File: src/rtl/dmac_xfer_ctrl.sv
// Two-channel DMA transfer controller: arbitrates requests and runs
// one read/write/update unit per pass on the shared bus master.
module dmac_xfer_ctrl (
  input  logic        CLK,
  input  logic        RST,
  input  logic        CE,
  input  logic [31:0] SAR0,
  input  logic [31:0] DAR0,
  input  logic [31:0] SAR1,
  input  logic [31:0] DAR1,
  input  logic [23:0] TCR0,
  input  logic [23:0] TCR1,
  input  logic [1:0]  DE,
  input  logic [1:0]  IE,
  input  logic [1:0]  TE,
  input  logic [1:0]  AR,
  input  logic [1:0]  SM0,
  input  logic [1:0]  DM0,
  input  logic [1:0]  SM1,
  input  logic [1:0]  DM1,
  input  logic [1:0]  TS0,
  input  logic [1:0]  TS1,
  input  logic        DME,
  input  logic        PR,
  input  logic        NMIF,
  input  logic        AE,
  input  logic [1:0]  DREQ,
  output logic [31:0] BUS_A,
  output logic [31:0] BUS_DO,
  input  logic [31:0] BUS_DI,
  output logic [3:0]  BUS_BA,
  output logic        BUS_WE,
  output logic        BUS_REQ,
  input  logic        BUS_BUSY,
  output logic [1:0]  UPD,
  output logic [31:0] SAR_NEW,
  output logic [31:0] DAR_NEW,
  output logic [23:0] TCR_NEW,
  output logic [1:0]  TE_SET,
  output logic [1:0]  IRQ,
  output logic        ACT
);

  typedef enum logic [1:0] {
    ST_IDLE,
    ST_RD,
    ST_WR,
    ST_UPD
  } state_t;

  state_t      state;
  state_t      state_nx;
  logic        ch;
  logic        last_srv;
  logic [31:0] data;
  logic        grant;
  logic [1:0]  req;
  logic        pref;
  logic        win;
  logic [31:0] sar;
  logic [31:0] dar;
  logic [23:0] tcr;
  logic [23:0] tcr_new;
  logic [1:0]  sm;
  logic [1:0]  dm;
  logic [1:0]  ts;
  logic [31:0] rd_rep;

  function automatic logic [3:0] lanes(
    input logic [1:0] t,
    input logic [1:0] a
  );
    logic [3:0] l;
    l = 4'b1111;
    unique case (1'b1)
      (t == 2'b00): l = 4'b0001 << (2'd3 - a);
      (t == 2'b01): l = a[1] ? 4'b0011 : 4'b1100;
      default:      l = 4'b1111;
    endcase
    return l;
  endfunction

  // Pick the addressed lane out of the read word, then fan it out.
  function automatic logic [31:0] rep(
    input logic [1:0]  t,
    input logic [1:0]  a,
    input logic [31:0] di
  );
    logic [31:0] sh;
    logic [15:0] h;
    logic [31:0] r;
    sh = di >> {(2'd3 - a), 3'b000};
    h  = a[1] ? di[15:0] : di[31:16];
    r  = di;
    unique case (1'b1)
      (t == 2'b00): r = {4{sh[7:0]}};
      (t == 2'b01): r = {2{h}};
      default:      r = di;
    endcase
    return r;
  endfunction

  function automatic logic [31:0] step_addr(
    input logic [1:0]  md,
    input logic [1:0]  t,
    input logic [31:0] a
  );
    logic [31:0] st;
    logic [31:0] r;
    st = (t == 2'b00) ? 32'd1 :
         (t == 2'b01) ? 32'd2 : 32'd4;
    r = a;
    unique case (1'b1)
      (md == 2'b01): r = a + st;
      (md == 2'b10): r = a - st;
      default:       r = a;
    endcase
    return r;
  endfunction

  assign req = DE & AR | DE & DREQ;

  logic [1:0] req_ok;
  assign req_ok = req & ~TE &
                  {2{DME & ~NMIF & ~AE}};

  assign pref = PR ? ~last_srv : 1'b0;
  assign win  = req_ok[pref] ? pref : ~pref;

  assign sar = ch ? SAR1 : SAR0;
  assign dar = ch ? DAR1 : DAR0;
  assign tcr = ch ? TCR1 : TCR0;
  assign sm  = ch ? SM1 : SM0;
  assign dm  = ch ? DM1 : DM0;
  assign ts  = ch ? TS1 : TS0;

  assign tcr_new = tcr - 24'd1;
  assign rd_rep  = rep(ts, sar[1:0], BUS_DI);
  assign ACT     = (state != ST_IDLE);

  always_ff @(posedge CLK or posedge RST) begin
    if (RST) begin
      state    <= ST_IDLE;
      ch       <= 1'b0;
      last_srv <= 1'b1;
      data     <= 32'd0;
    end else if (CE) begin
      state <= state_nx;
      if (grant) begin
        ch       <= win;
        last_srv <= win;
      end
      if (state == ST_RD && !BUS_BUSY)
        data <= rd_rep;
    end
  end

  always_comb begin
    state_nx = state;
    grant    = 1'b0;
    BUS_REQ  = 1'b0;
    BUS_WE   = 1'b0;
    BUS_A    = 32'd0;
    BUS_BA   = 4'd0;
    BUS_DO   = 32'd0;
    UPD      = 2'b00;
    SAR_NEW  = 32'd0;
    DAR_NEW  = 32'd0;
    TCR_NEW  = 24'd0;
    TE_SET   = 2'b00;
    IRQ      = 2'b00;
    unique case (state)
      ST_IDLE: begin
        if (|req_ok) begin
          grant    = 1'b1;
          state_nx = ST_RD;
        end
      end
      ST_RD: begin
        BUS_REQ = 1'b1;
        BUS_A   = sar;
        BUS_BA  = lanes(ts, sar[1:0]);
        if (!BUS_BUSY)
          state_nx = ST_WR;
      end
      ST_WR: begin
        BUS_REQ = 1'b1;
        BUS_WE  = 1'b1;
        BUS_A   = dar;
        BUS_BA  = lanes(ts, dar[1:0]);
        BUS_DO  = data;
        if (!BUS_BUSY)
          state_nx = ST_UPD;
      end
      ST_UPD: begin
        UPD     = ch ? 2'b10 : 2'b01;
        SAR_NEW = step_addr(sm, ts, sar);
        DAR_NEW = step_addr(dm, ts, dar);
        TCR_NEW = tcr_new;
        TE_SET  = (tcr_new == 24'd0) ? UPD : 2'b00;
        IRQ     = TE_SET & IE;
        state_nx = ST_IDLE;
      end
      default: state_nx = ST_IDLE;
    endcase
  end

endmodule

File: config.mk
export PLATFORM = sky130hd
export DESIGN_NAME = dmac_xfer_ctrl
export DESIGN_NICKNAME = d
export VERILOG_FILES = /design/src/rtl/dmac_xfer_ctrl.sv
export SDC_FILE = /design/constraint.sdc
export NUM_CORES = 1
export LEC_CHECK = 0
export CAP_MARGIN = 20
export CORE_AREA = 4 4 153 155
export CTS_CLUSTER_DIAMETER = 50
export DETAILED_ROUTE_END_ITERATION = 8
export DIE_AREA = 0 0 157 159
export GPL_ROUTABILITY_DRIVEN = 0
export HOLD_SLACK_MARGIN = 0.06
export MAX_ROUTING_LAYER = met4
export PLACE_DENSITY = 0.9
export SYNTH_ARGS = -nofsm -noshare
export SYNTH_HDL_FRONTEND = slang
export SYNTH_SLANG_ARGS = --single-unit
export TNS_END_PERCENT = 30
File: constraint.sdc
create_clock -name CLK -period 9.6 [get_ports CLK]
set_input_delay 2.88 -clock CLK [delete_from_list [all_inputs] [get_ports CLK]]
set_output_delay 2.88 -clock CLK [all_outputs]
set_load 0.02 [all_outputs]
==> out/metrics.cfg <==
[synth]
synth_xor_area_share_pct = 7.62
synthTopCellsByCount = nand2_1 (149), and2_1 (110), o21ai_0 (101), a21oi_1 (98), ha_1 (85)
syn_avg_cell_area_sq_um = 7.31
synth_warnings = 0
synth_compound_area_share_pct = 23.8
syn_nets = 1567
yosys.area_share.simple_pct = 28.0
synth_cells = 1242
synth_edf_count = 0
synth_top_family_by_area = simple AND/OR/NAND/NOR gates
synthMuxAreaShare_pct = 14.1
synthTopCellsByArea = ha_1 (12%), dfrtp_1 (9.6%), mux2_2 (8.4%)
ys_ff_latch = 36
netlist_area_sq_um = 9080
yosys.area.top_type = ha_1
synth.top_cell.area_share_pct = 11.7
synthArstFlopShare_pct = 100
synth_seq_area_share_pct = 9.93
ys_dominant_reg_cell = dfrtp_1
synth_cell_type_count = 70
yosysMostFrequentCell = nand2_1
yosys.area_share.adder_pct = 12.2

[status]
failed_checks = setup timing
outcome = finished, violations left

[pwr]
net-switching-power_w = 0.00190
clkPwrFrac_pct = 4.5
p_leak_nw = 6.11
ir_drop_mv = 0.141
combinationalPowerShare_pct = 87.7
p_int_w = 0.00180
swShare_pct = 51.3
seq_power_share_pct = 7.9
powerDensity_nw_per_um2 = 259

[cts]
tritoncts = built
clk_path_buf_depth = 2
cts_buffers = 5
clkTransAtPathRegs_ns = 0.06
h-tree-depth = 2
cts_sinks = 36
clock_latency_ns = 0.28
clockRootBuffer = clkbuf_16
cts_hold_buf = 0

[sta]
period_share_pct = 100
fmax_mhz = 104
fin_crit_ns = 9.62
worst_slack_ns = -0.0188
tightestPinTransition_ns = 0.869
setup_violations = 1
fin_skew_ns = 0.00571
holdWs_ns = 0.524
rsz0062_at_grt = true
report.final.slew_viol_count = 0
slew_headroom_pct = 42.0
hold_viol_final = 0

[job]
maxCapViolCount = 0

[finish]
nFillCells = 1769
area.sequential_sq_um = 906
multi_input_area_sq_um = 7900
area_growth_syn_to_layout_pct = 57.0
nNetsFinal = 2014
stdcell_area_sq_um = 14300
drive_gt1_share_pct = 14.4

[global_route]
busiest_layer = met2
grt_start_max_net_pins = 103
grtUsageMet1_pct = 37.0
use_met3_pct = 5.33
grt_overflow_total = 0
grt_antenna_before_repair = 1
grt_pass1_wl_um = 59800
grt_util_all_layers_pct = 30.1
use_met2_pct = 49.5
first_global_vias = 11100

[routing]
remaining_drc_errors = 0
num_vias = 11500
ant_nets = 0
drtIter0Drc = 909
wl_per_cell_um = 20.2
routed_via_density = 5.81
wl_um = 39800
drt_first_pass_iters = 5

[critical_path]
cp.required_ns = 6.72
path_class = in -> out
critPathCaptureType = output pin
cp-start-kind = input port
cp_max_fo = 36
critPathArrivalTime_ns = 6.74

[placement]
post-dp-hpwl_um = 31900
dpl_cell_area_sq_um = 14000
dp_slack_ns = -0.532
numPortBuffers = 402

[floorplan]
boundaryPins = 403
start_util_pct = 41.6
fp.coreArea_sq_um = 21800
rows = 54
die_x_um = 157
die_y_um = 159
dieArea_sq_um = 25000

[min_path]
worstHoldPathType = reg -> reg

-- repair_timing --
| action | in CTS | in global routing |
|---|---|---|
| gates resized for setup | 39 | 45 |
| pin swaps | 3 | 7 |
| setup buffers | 0 | 1 |
| endpoints found under the setup margin | 30 | 39 |
-- worst paths after layout --
path | start | endpoint | slack [ns] | depth (start not counted)
setup / recovery | SM1[1] | SAR_NEW[30] | -0.02 | 18
hold / removal | data[22]$_DFFE_PP0P_ | data[22]$_DFFE_PP0P_ | 0.52 | 2
setup reg to reg | ch$_DFFE_PP0P_ | data[10]$_DFFE_PP0P_ | 6.66 | 7
hold reg to reg | data[22]$_DFFE_PP0P_ | data[22]$_DFFE_PP0P_ | 0.52 | 2
max in group asynchronous | RST | ch$_DFFE_PP0P_ | 6.20 | 3
min in group asynchronous | RST | data[1]$_DFFE_PP0P_ | 3.02 | 3
-- logic make-up after synthesis --
family                   Yosys count
AO/OA/AOI/OAI                    344
flip-flops                        36
AND/OR/NAND/NOR                  490
buffers and inverters             97
XOR/XNOR                          79
multiplexers                     109
adder cells (fa/ha/maj)           87
-- state kept, by name, indices dropped and copies added (netlist names) --
name and cells:
data 32, state 2, ch 1, last_srv 1
-- routing by layer --
layer	wire, um	share of wire [%]
met4	1590	4.0
met3	3960	10
met5	0	0
met2	18900	47
met1	15400	39
-- critical path: stages --
cell             delay, ns
clkdlybuf4s50_1       0.39
mux2_2                0.26
ha_1                  0.21
buf_6                 0.21
ha_1                  0.39
o211ai_1              0.13
o211ai_1              0.25
a221oi_2              0.11
o21ai_1               0.20
a31o_2                0.21
nand4_1               0.13
buf_4                 0.16
nand2_1               0.09
buf_4                 0.13
a31oi_2               0.09
or4b_2                0.61
nand3_1               0.13
buf_4                 0.15
-- placed cells by master (no fill, tap or decap), drive strengths merged, types with 50 or more instances in the layout --
cell type      netlist  routed
a21oi               98      98
and2               110     110
buf                 27     113
clkdlybuf4s50        0     365
ha                  85      85
mux2                68      68
nand2              149     149
nor2                69      69
nor2b               50      50
o21ai              102     102
-- per-stage QoR --
stage          setup TNS [ns]  util [%]  instances  power [W]
3_3_place_gp            -3.19      64.0       1959    0.00335
5_1_grt                -0.373      65.3       1971    0.00395
2_1_floorplan               0         -       1242    0.00225
4_1_cts                -0.474      64.8       1967    0.00362
6_report              -0.0188      65.3       1971    0.00370
3_5_place_dp            -5.44      64.0       1959    0.00344
-- final cells by class --
cell class                      count  area share [%]
Timing Repair Buffer              512            34.1
Antenna cell                        1          0.0176
Clock inverter                      2          0.0702
Inverter                           25           0.658
Clock buffer                        6           0.974
Sequential cell                    36            6.35
Multi-Input combinational cell   1109            55.4
Tap cell                          280            2.46
-- power by group through the flow --
stage	logic, W	registers (W)	clock network (W)
2_1_floorplan	0.00199	0.000255	0
3_3_place_gp	0.00307	0.000287	0
3_5_place_dp	0.00314	0.000292	0
4_1_cts	0.00316	0.000290	0.000168
5_1_grt	0.00348	0.000300	0.000176
6_report	0.00324	0.000291	0.000166
Note: power is estimated with default switching activity, not from simulation.
